## config.mk

```make
export PLATFORM = sky130hd
export DESIGN_NAME = wb_arbiter
export DESIGN_NICKNAME = d
export VERILOG_FILES = /design/src/rtl/wb_arbiter_pkg.sv /design/src/rtl/wb_arbiter_fifo.sv /design/src/rtl/wb_arbiter.sv
export SDC_FILE = /design/constraint.sdc
export NUM_CORES = 1
export LEC_CHECK = 0
export ABC_CLOCK_PERIOD_IN_PS = 4800
export CELL_PAD_IN_SITES_DETAIL_PLACEMENT = 0
export CELL_PAD_IN_SITES_GLOBAL_PLACEMENT = 2
export CORE_ASPECT_RATIO = 1.2
export CORE_MARGIN = 2
export CORE_UTILIZATION = 37
export CTS_CLUSTER_DIAMETER = 40
export CTS_CLUSTER_SIZE = 10
export DETAILED_ROUTE_END_ITERATION = 7
export GPL_TIMING_DRIVEN = 0
export PLACE_DENSITY = 0.91
export SYNTH_ARGS = -nofsm -noshare
export SYNTH_HDL_FRONTEND = slang
export SYNTH_HIERARCHICAL = 1
export SYNTH_SLANG_ARGS = --single-unit
```

## constraint.sdc

```tcl
create_clock -name cpu_clk -period 4.8 [get_ports cpu_clk]
set_clock_uncertainty 0.2 [all_clocks]
set_input_delay 1.2 -clock cpu_clk [delete_from_list [all_inputs] [get_ports cpu_clk]]
set_output_delay 1.2 -clock cpu_clk [all_outputs]
set_load 0.03 [all_outputs]
```

## src/rtl/wb_arbiter_pkg.sv

```systemverilog
// Shared register-file addressing types and helpers for the write-back arbiter.
// Holds the x0 constant and the reset values driven on the RF write address.
package wb_arbiter_pkg;

  localparam int REG_AW   = 5;
  localparam int NUM_REGS = 32;

  typedef logic [REG_AW-1:0]   reg_addr_t;
  typedef logic [NUM_REGS-1:0] reg_mask_t;

  localparam reg_addr_t ZERO_REG = '0;
  localparam reg_addr_t WR_RST   = '0;

  // One-hot mask for a destination; x0 never appears in the scoreboard.
  function automatic reg_mask_t reg_onehot(input reg_addr_t a);
    reg_mask_t m;
    m = '0;
    if (a != ZERO_REG) m[a] = 1'b1;
    return m;
  endfunction

endpackage

```

## src/rtl/wb_arbiter_fifo.sv

```systemverilog
// Synchronous FIFO for buffered secondary results; 1-cycle push-to-head latency.
// No fall-through: push is refused while full even if a pop happens the same cycle.
module wb_arbiter_fifo #(
  parameter  int DEPTH = 4,
  parameter  int WIDTH = 37,
  localparam int AW    = $clog2(DEPTH),
  localparam int CW    = AW + 1
) (
  input  logic             clk,
  input  logic             rst,
  input  logic             push,
  input  logic [WIDTH-1:0] push_dat,
  input  logic             pop,
  output logic [WIDTH-1:0] head_dat,
  output logic             full,
  output logic             empty,
  output logic [CW-1:0]    count
);

  logic [WIDTH-1:0] mem_q [DEPTH];
  logic [AW-1:0]    wr_ptr_q, wr_ptr_d;
  logic [AW-1:0]    rd_ptr_q, rd_ptr_d;
  logic [CW-1:0]    cnt_q, cnt_d;
  logic             do_push, do_pop;

  assign full     = (cnt_q == CW'(DEPTH));
  assign empty    = (cnt_q == '0);
  assign count    = cnt_q;
  assign head_dat = mem_q[rd_ptr_q];

  always_comb begin
    do_push  = push && !full && !rst;
    do_pop   = pop && !empty && !rst;
    wr_ptr_d = wr_ptr_q;
    rd_ptr_d = rd_ptr_q;
    cnt_d    = cnt_q;
    if (do_push) wr_ptr_d = wr_ptr_q + AW'(1);
    if (do_pop)  rd_ptr_d = rd_ptr_q + AW'(1);
    case ({do_push, do_pop})
      2'b10:   cnt_d = cnt_q + CW'(1);
      2'b01:   cnt_d = cnt_q - CW'(1);
      default: cnt_d = cnt_q;
    endcase
  end

  always_ff @(posedge clk) begin
    if (rst) begin
      wr_ptr_q <= '0;
      rd_ptr_q <= '0;
      cnt_q    <= '0;
    end else begin
      wr_ptr_q <= wr_ptr_d;
      rd_ptr_q <= rd_ptr_d;
      cnt_q    <= cnt_d;
    end
  end

  // Storage needs no reset: the count alone decides which entries are live.
  always_ff @(posedge clk) begin
    if (do_push) mem_q[wr_ptr_q] <= push_dat;
  end

endmodule

```

## src/rtl/wb_arbiter.sv

```systemverilog
// Register-file write-port arbiter: primary results win with 0-cycle latency, buffered
// secondary results drain in idle slots (>=1 cycle); sec_ready drops when the FIFO is full.
module wb_arbiter
  import wb_arbiter_pkg::*;
#(
  parameter int DEPTH      = 4,
  parameter int STARVE_LIM = 4,
  parameter int DATA_W     = 32
) (
  input  logic                cpu_clk,
  input  logic                cpu_rst,
  input  logic                pri_we,
  input  logic [REG_AW-1:0]   pri_rd,
  input  logic [DATA_W-1:0]   pri_wd,
  input  logic                sec_valid,
  output logic                sec_ready,
  input  logic [REG_AW-1:0]   sec_rd,
  input  logic [DATA_W-1:0]   sec_wd,
  input  logic                iss_valid,
  input  logic [REG_AW-1:0]   iss_rd,
  output logic [REG_AW-1:0]   wR,
  output logic                we,
  output logic [DATA_W-1:0]   wD,
  output logic [NUM_REGS-1:0] pend_mask,
  output logic                stall_req,
  output logic                err
);

  localparam int EW = REG_AW + DATA_W;
  localparam int CW = $clog2(DEPTH) + 1;
  localparam int SW = $clog2(STARVE_LIM + 1);

  logic            pri_act;
  logic            sec_xfer;
  logic            push;
  logic            pop;
  logic [EW-1:0]   head_dat;
  reg_addr_t       head_rd;
  logic [DATA_W-1:0] head_wd;
  logic            fifo_full;
  logic            fifo_empty;
  logic [CW-1:0]   fifo_cnt;

  reg_mask_t       pend_q, pend_d;
  logic [SW-1:0]   starve_q, starve_d;
  logic            err_q, err_d;

  wb_arbiter_fifo #(
    .DEPTH (DEPTH),
    .WIDTH (EW)
  ) u_fifo (
    .clk      (cpu_clk),
    .rst      (cpu_rst),
    .push     (push),
    .push_dat ({sec_rd, sec_wd}),
    .pop      (pop),
    .head_dat (head_dat),
    .full     (fifo_full),
    .empty    (fifo_empty),
    .count    (fifo_cnt)
  );

  assign head_rd = head_dat[EW-1 -: REG_AW];
  assign head_wd = head_dat[DATA_W-1:0];

  // A primary write to x0 is a no-op and must not steal the slot from the FIFO.
  assign pri_act   = pri_we && (pri_rd != ZERO_REG);
  assign sec_ready = !cpu_rst && (fifo_cnt != CW'(DEPTH));
  assign sec_xfer  = sec_valid && sec_ready;
  assign push      = sec_xfer && (sec_rd != ZERO_REG);

  always_comb begin
    we  = 1'b0;
    wR  = WR_RST;
    wD  = '0;
    pop = 1'b0;
    if (!cpu_rst) begin
      if (pri_act) begin
        we = 1'b1;
        wR = pri_rd;
        wD = pri_wd;
      end else if (!fifo_empty) begin
        we  = 1'b1;
        wR  = head_rd;
        wD  = head_wd;
        pop = 1'b1;
      end
    end
  end

  // Clear is applied before set so an issue in the same cycle as the drain keeps the bit.
  always_comb begin
    pend_d = pend_q;
    if (pop)       pend_d = pend_d & ~reg_onehot(head_rd);
    if (iss_valid) pend_d = pend_d | reg_onehot(iss_rd);
  end

  always_comb begin
    err_d = err_q;
    if (iss_valid && (iss_rd != ZERO_REG) && pend_q[iss_rd])  err_d = 1'b1;
    if (sec_xfer && (sec_rd != ZERO_REG) && !pend_q[sec_rd])  err_d = 1'b1;
    if (pri_act && pend_q[pri_rd])                            err_d = 1'b1;
    if (sec_valid && fifo_full)                               err_d = 1'b1;
  end

  // Counter saturates at the limit so a long stall cannot wrap it back below.
  always_comb begin
    starve_d = '0;
    if (fifo_full && pri_act) begin
      if (starve_q < SW'(STARVE_LIM)) starve_d = starve_q + SW'(1);
      else                            starve_d = starve_q;
    end
  end

  always_ff @(posedge cpu_clk) begin
    if (cpu_rst) begin
      pend_q   <= '0;
      starve_q <= '0;
      err_q    <= 1'b0;
    end else begin
      pend_q   <= pend_d;
      starve_q <= starve_d;
      err_q    <= err_d;
    end
  end

  assign pend_mask = pend_q;
  assign stall_req = !cpu_rst && (starve_q >= SW'(STARVE_LIM));
  assign err       = !cpu_rst && err_q;

endmodule

```

# Word level (Yosys, flattened, before mapping)
# Memory sizes are Yosys's and may differ from the RTL's. A register that Yosys moved wholly into a read port is not among the register bits.
# Cells that the tools add are included.
word_totals:
  reg_bits: 43
  romBits: 0
  ram_bits: 148
  latchBits: 0
  word_cells: 94
  memories: 1
  in_bits: 84
  output_inout_bits: 73
memory_table:
  columns: ["memory", "depth", "word_bits", "read_ports", "rd_clocked_by_memory_dff", "wr", "line", "rtl"]
  rows:
  - ["u_fifo.mem_q", 4, 37, 1, 1, 1, "wb_arbiter_fifo.sv:20", "logic [WIDTH-1:0] mem_q [DEPTH];"]
op_classes:
  shift: 0
  n_mux: 36
  n_reduce_logical: 30
  div: 0
  order_cmp: 8
  mul: 0
  addsub: 5
  n_eq_ne: 4
  n_bitwise: 4
ops:
  columns: ["operator", "n"]
  rows:
  - ["$mux W32", 9]
  - ["$and A32 B32 Y32", 1]
  - ["$not A32 Y32", 1]
  - ["$or A32 B32 Y32", 1]
  - ["$lt A5 B6 Y1 const B", 4]
  - ["$reduce_bool A5 Y1", 4]
  - ["$logic_and A1 B1 Y1", 18]
  - ["$mux W1", 16]
  - ["$bmux W1 S5", 3]
  - ["$mux W5", 3]
  - ["$demux W1 S5", 2]
  - ["$ge A5 B1 Y1 const B", 2]
  - ["$add A3 B1 Y3 const B", 2]
  - ["$pmux W3 S2", 1]
  - ["$add A2 B1 Y2 const B", 2]
  - ["$logic_not A1 Y1", 4]
  - ["$mux W2", 2]
  - ["$reduce_bool A4 Y1", 1]
  - ["$eq A3 B3 Y1 const B", 1]
  - ["$ge A3 B3 Y1 const B", 1]
  - ["$logic_not A3 Y1", 1]
  - ["$lt A3 B3 Y1 const B", 1]
  - ["$ne A3 B3 Y1 const B", 1]
  - ["$sub A3 B1 Y3 const B", 1]
  - ["other kinds (5)", 5]

# Depth between registers and ports, before layout
# Gate-level depths: netlist of the first run.
depth:
  ltp_word: 11
  mapped_depth: 13
  mapped_depth_nobuf: 12

# Modules after synthesis
# Netlist of the first run, hierarchy kept.
by_module_without_submodules:
  columns: ["module", "seq_area_each_um2", "area_per_inst_um2", "instances", "cells_per_inst"]
  rows:
  - ["wb_arbiter_fifo", 4624.4, 5876.9, 1, 247]
  - ["wb_arbiter", 720.7, 2817.7, 1, 334]

# Least setup slack after synthesis of the first run
# Ideal clock, no wire load.
synth_timing:
  path_kind: "input-to-output"
  from: "input pri_rd[1]"
  to: "output wR[0]"
  arrival_time_ns: 2.802
  slack_ns: 0.598
  path_buffers: 2
  required_time_ns: 3.400
  path_stages: 7
  cell_sequence: "buf_2 or4_4 o21ai_4 and2_4 buf_2 nand2_1 o21ai_0"
synth_via:
  elab_chain_cells: 4
synth_lines:
  columns: ["element", "line", "rtl"]
  rows:
  - ["from (decl)", "wb_arbiter.sv:13", "input logic [REG_AW-1:0] pri_rd,"]
  - ["$reduce_bool A5 Y1", "wb_arbiter.sv:67", "assign pri_act = pri_we && (pri_rd != ZERO_REG);"]
  - ["$logic_and A1 B1 Y1", "wb_arbiter.sv:67", null]
  - ["$mux W5", "wb_arbiter.sv:78", "if (pri_act) begin"]
  - ["$mux W5", "wb_arbiter.sv:77", "if (!cpu_rst) begin"]
  - ["to (decl)", "wb_arbiter.sv:21", "output logic [REG_AW-1:0] wR,"]
# Every way passes these cells.

# Worst setup path in the final report of the first run
layout_timing:
  from: "input pri_rd[2]"
  to: "output wR[1]"
# The elaborated chain is that of the path after synthesis.

==> impl_metrics.tcl, run 1 <==
set metrics [dict create \
    grt_pass1_vias 6222 \
    portBuffers 153 \
    endpoint_kind "primary output" \
    syn_area_per_cell_um2 14.96 \
    core_area_um2 23130 \
    drv_cap 0 \
    crit_chain "dlygate4sd2_1 > or4_4 > o21ai_4 > nor2_1 > buf_6 > buf_4 > a22o_1 > clkdlybuf4s15_2" \
    worstPathArrival_ns 3.36 \
    cts_buffers 17 \
    fmax_mhz 210.1 \
    final_nets 852 \
    min_period_ns 4.760 \
    synthTopCellsByCount "148 x edfxtp_1, 49 x nand2_1, 45 x dfxtp_1" \
    tightest_slew_ns 1.245 \
    critPathRequiredTime_ns 3.40 \
    clk_pin_slew_ns 0.08 \
    finalInstanceArea_um2 11230 \
    synth.most_common_cell "edfxtp_1" \
    relSlewSlack_pct 16.82 \
    drc 0 \
    synth.area.mux_share_pct 16.61 \
    die_y_um 171.9 \
    wl_per_cell_um 21.15 \
    place_area_um2 10710 \
    antenna_found_initial 0 \
    overflow 0 \
    start_util_pct 37.60 \
    dr.pass1.iters 5 \
    fin_util_pct 48.58 \
    syn_inst 581 \
    hold_buffers 0 \
    synth_warnings 6 \
    async_flop_share_pct 0 \
    viasPerCell 5.485 \
    finalCritPeriodShare_pct 99.16 \
    final_antenna_net_count 0 \
    synth_nets 672 \
    dr_total_vias 5968 \
    synth_top_family_by_area "multiplexers" \
    ys_seq_area_share_pct 61.48 \
    syn-cell-area_um2 8695 \
    post-dp-hpwl_mm 16.43 \
    grt_util_all_layers_pct 19.15 \
    tns_ns 0 \
    place.gp.congestion 0.8503 \
    cts_tree "done" \
    syn_to_final_growth_pct 29.21 \
    ys.flop_type "edfxtp_1" \
    total_power_mw 3.490 \
    antenna_cells 0 \
    grt_max_degree 28 \
    worstSkewPairLatency_ns 0.44 \
    ys_seq_elements 193 \
    cts_sinks 193 \
    dieArea_um2 24750 \
    num_rows 61 \
    finalMaxSlewViolations 0 \
    hold_path_class "reg2reg" \
    synthAdderAreaFrac_pct 1.094 \
    finalHoldViolCount 0 \
    cp_slowest_stage_delay_ns 0.59 \
    clockBufferDepth 2 \
    critPathMaxFanout 10 \
    slowest_stage "or4_4" \
    yosysUniqueCellTypes 52 \
    yosys.area.top_type "edfxtp_1" \
    r2r_setup_slack_ns 1.70 \
    synth_xor_area_share_pct 0.5037 \
    cp-start-kind "input port" \
    synth_top_area_share_pct 51.12 \
    synth-compound-area-share_pct 10.07 \
    leakage_nw 3.762 \
    n_fill_cell 2026 \
    holdWs_ns 0.3287 \
    synth_edf_count 148 \
    power.density_nw_per_um2 310.7 \
    outcome "finished, final reports clean" \
    cts_root_buf "clkbuf_16" \
    yosys-top-cells-area "edfxtp_1 51%, mux4_2 11%, dfxtp_1 10%, a22o_1 3.6%, a21oi_1 2.2%" \
    layout-drive-gt1-share_pct 20.31 \
    drt-initial-drc-count 416 \
    h-tree-depth 4 \
    drt-total-wl_mm 23.01 \
    die_w_um 143.9 \
    path_class "in2out" \
    boundaryPins 157 \
    ir_drop_mv 0.2359 \
    synth-simple-area-share_pct 6.879 \
    finalSetupViolations 0 \
    grt_pass1_wl_mm 35.09 \
]
cell usage in the layout, fill, tap and decap left out, types with 7 or more instances in the layout:
cell type        instances
o21ai_0                 35
buf_12                   7
inv_1                   11
nand2_1                 49
a22o_1                  36
mux4_1                   7
clkbuf_16               17
buf_2                   12
mux4_2                  44
mux2_2                  15
clkdlybuf4s50_1        114
dlygate4sd2_1           10
dfxtp_1                 45
edfxtp_1               148
clkbuf_1                12
nor2_1                  24
a21oi_1                 39
clkbuf_2                13
clkdlybuf4s15_2         12
mux2i_1                 10
state kept, by name, indices dropped and copies added (netlist names), named ones only:
register	count
u_fifo/rd_ptr_q	2
err_q	1
starve_q	3
u_fifo/wr_ptr_q	2
u_fifo/mem_q	148
pend_mask	32
u_fifo/count	3
per-layer routing:
layer  track usage, %  wire [um]
met1            24.05       9394
met2            33.19      11620
met3            4.348       1656
met4            5.541        338
met5                0          0
report_power, final:
| group | switching, mW | internal [mW] |
|---|---|---|
| Sequential | 0.0116 | 1.82 |
| Combinational | 0.170 | 0.144 |
| Clock | 0.662 | 0.688 |
| Total | 0.843 | 2.65 |
stage by stage:
step	worst slack (ns)	std cells
final	0.04015	1088
after global routing	-0.003838	1088
after CTS	0.003978	1086
after detailed placement	-0.6555	1053
after global placement	-0.8871	1049
after floorplan	0.5983	581
worst max-delay path, delay by kind of cell:
family,cells,cell delay (ns)
compound gates,2,0.42
simple gates,2,0.73
buf+inv,4,1.01
logic make-up after synthesis:
kind of cell    Yosys count
mux                      76
xor+xnor                  5
flops                   193
compound gates          133
buf+inv                  48
simple gates            119
fa+ha+maj                 7
path summary, 6_finish.rpt:
kind,startpoint,end,depth (start not counted)
hold reg to reg,starve_q[1],starve_q[1],2
setup / recovery,pri_rd[2],wR[1],8
setup reg to reg,u_fifo/count[0],u_fifo/count[2],12
hold / removal,starve_q[1],starve_q[1],2
area by class of cell:
| type | count | area [um^2] | share of cell area (%) |
|---|---|---|---|
| clock buffer | 17 | 425.4 | 3.787 |
| inverter | 11 | 41.29 | 0.3675 |
| tap | 315 | 394.1 | 3.508 |
| sequential | 193 | 5345 | 47.58 |
| multi-input combinational | 340 | 3062 | 27.25 |
| buffer | 37 | 256.5 | 2.283 |
| timing repair buffer | 161 | 1569 | 13.97 |
| clock inverter | 14 | 141.4 | 1.258 |
what timing repair did:
| action | in CTS | in global routing |
|---|---|---|
| pin swaps | 1 | 1 |
| resized for setup | 102 | 11 |
| gates cloned | 0 | 0 |
| buffers inserted | 2 | 2 |
| endpoints found under the setup margin | 39 | 26 |
Power figures use the tool's default switching activity.
==> run 2: changes to the inputs <==
--- a/config.mk
+++ b/config.mk
@@ -10,12 +10,13 @@
 export CELL_PAD_IN_SITES_GLOBAL_PLACEMENT = 2
 export CORE_ASPECT_RATIO = 1.2
 export CORE_MARGIN = 2
-export CORE_UTILIZATION = 37
+export CORE_UTILIZATION = 38
+export CTS_BUF_LIST = sky130_fd_sc_hd__clkbuf_4 sky130_fd_sc_hd__clkbuf_8
 export CTS_CLUSTER_DIAMETER = 40
 export CTS_CLUSTER_SIZE = 10
 export DETAILED_ROUTE_END_ITERATION = 7
 export GPL_TIMING_DRIVEN = 0
-export PLACE_DENSITY = 0.91
+export PLACE_DENSITY = 0.93
 export SYNTH_ARGS = -nofsm -noshare
 export SYNTH_HDL_FRONTEND = slang
 export SYNTH_HIERARCHICAL = 1
==> impl_metrics.tcl, run 2 (same netlist as run 1, synthesis figures left out) <==
set metrics [dict create \
    post-dp-hpwl_mm 16.24 \
    dieArea_um2 24110 \
    clkPwrFrac_pct 33.3 \
    num_rows 60 \
    worstPathArrival_ns 3.36 \
    finalHoldViolCount 0 \
    cts_root_buf "clkbuf_8" \
    place_area_um2 10660 \
    leakage_nw 3.681 \
    syn_to_final_growth_pct 27.01 \
    min_period_ns 4.759 \
    cts_buffers 17 \
    antenna_cells 0 \
    largest_register_ffs 148 \
    drt-total-wl_mm 22.81 \
    pwr-share-comb_pct 9.8 \
    critPathRequiredTime_ns 3.40 \
    endpoint_kind "primary output" \
    n_fill_cell 1912 \
    die_y_um 169.7 \
    p_sw_mw 0.8019 \
    tightest_slew_ns 1.352 \
    cp-start-kind "input port" \
    h-tree-depth 4 \
    layout-drive-gt1-share_pct 19.95 \
    dr.pass1.iters 5 \
    final_antenna_net_count 0 \
    place.gp.congestion 0.8584 \
    grt_max_degree 30 \
    path_class "in2out" \
    layout_common_cells "148 x edfxtp_1, 114 x clkdlybuf4s50_1, 49 x nand2_1" \
    worstSkewPairLatency_ns 0.46 \
    numPlacedInstances 1017 \
    outcome "finished, final reports clean" \
    cts_sinks 193 \
    dr_total_vias 5933 \
    core_area_um2 22450 \
    stdcell_count 1051 \
    ir_drop_mv 0.1891 \
    swShare_pct 25.00 \
    grt_pass1_vias 6167 \
    hold_path_class "reg2reg" \
    start_util_pct 38.73 \
    clk_pin_slew_ns 0.11 \
    finalCritPeriodShare_pct 99.14 \
    cts_tree "done" \
    hold_buffers 0 \
    finalMaxSlewViolations 0 \
    boundaryPins 157 \
    fin_util_pct 49.20 \
    critPathMaxFanout 10 \
    die_w_um 142.1 \
    tns_ns 0 \
    holdWs_ns 0.3359 \
    overflow 0 \
    grt_pass1_wl_mm 34.59 \
    relSlewSlack_pct 9.647 \
    internal-power_mw 2.405 \
    fmax_mhz 210.1 \
    finalSetupViolations 0 \
    regMostFlops "u_fifo/mem_q" \
    drc 0 \
    grt_util_all_layers_pct 19.14 \
    clockBufferDepth 2 \
    power.density_nw_per_um2 290.4 \
    portBuffers 153 \
    final_nets 850 \
    antenna_found_initial 0 \
    finalInstanceArea_um2 11040 \
    wl_per_cell_um 21.70 \
    viasPerCell 5.645 \
    drv_cap 0 \
    drt-initial-drc-count 451 \
    layout_commonest_cell "edfxtp_1" \
    pwr-share-seq_pct 56.9 \
]
[run 2: cell count changes in the layout (fill, tap and decap cells not counted), moves of 2 or more]
cell	before	now
buf_2	12	7
buf_4	6	4
clkdlybuf4s15_1	0	3
clkdlybuf4s15_2	12	14
clkbuf_16	17	0
clkbuf_8	0	17
[run 2: power by group through the flow]
stage / registers, mW / logic (mW) / clock network, mW
6_report: 1.83 / 0.314 / 1.07
5_1_grt: 1.83 / 0.334 / 1.16
4_1_cts: 1.83 / 0.316 / 1.09
3_5_place_dp: 1.86 / 0.322 / 0
3_3_place_gp: 1.86 / 0.312 / 0
2_1_floorplan: 1.87 / 0.147 / 0
[run 2: metrics by stage]
stage / power, mW / setup slack, ns
after CTS: 3.236 / 0.0003535
after detailed placement: 2.187 / -0.6322
final: 3.207 / 0.04109
after global placement: 2.176 / -0.9298
after global routing: 3.326 / -0.008195
after floorplan: 2.015 / 0.5983
[run 2: area by class of cell]
class,count,area [um^2],share of cell area (%)
tap,279,349.1,3.161
inverter,11,41.29,0.3739
timing repair buffer,159,1577,14.28
buffer,37,256.5,2.323
multi-input combinational,340,3062,27.72
sequential,193,5345,48.40
clock inverter,14,171.4,1.552
clock buffer,18,241.5,2.187
[run 2: per-layer routing]
layer / part of all wire, % / global-route usage [%] / wire (um) / vias to the layer above
met5: 0 / 0 / 0 / -
met4: 2.0 / 6.739 / 462 / 0
met3: 7.8 / 3.922 / 1776 / 40
met2: 50 / 32.09 / 11370 / 290
met1: 40 / 24.73 / 9198 / 2948
li1: - / - / - / 2655
[run 2: critical path, cell delays in order]
cell             delay (ns)
dlygate4sd2_1          0.33
or4_4                  0.58
o21ai_4                0.21
nor2_1                 0.14
buf_6                  0.20
buf_4                  0.21
a22o_1                 0.20
clkdlybuf4s15_2        0.28
[run 2: path summary, 6_finish.rpt]
| path | from | end | slack, ns | cells after the start |
|---|---|---|---|---|
| setup / recovery | pri_rd[2] | wD[30] | 0.04 | 8 |
| hold reg to reg | starve_q[0] | starve_q[0] | 0.34 | 2 |
| setup reg to reg | u_fifo/count[0] | u_fifo/count[2] | 1.70 | 12 |
| hold / removal | starve_q[0] | starve_q[0] | 0.34 | 2 |
[run 2: timing repair]
item	CTS	global route
pin swaps	1	1
gates resized for setup	83	16
setup buffers	1	1
endpoints found under the hold margin	0	0
endpoints found under the setup margin	39	28
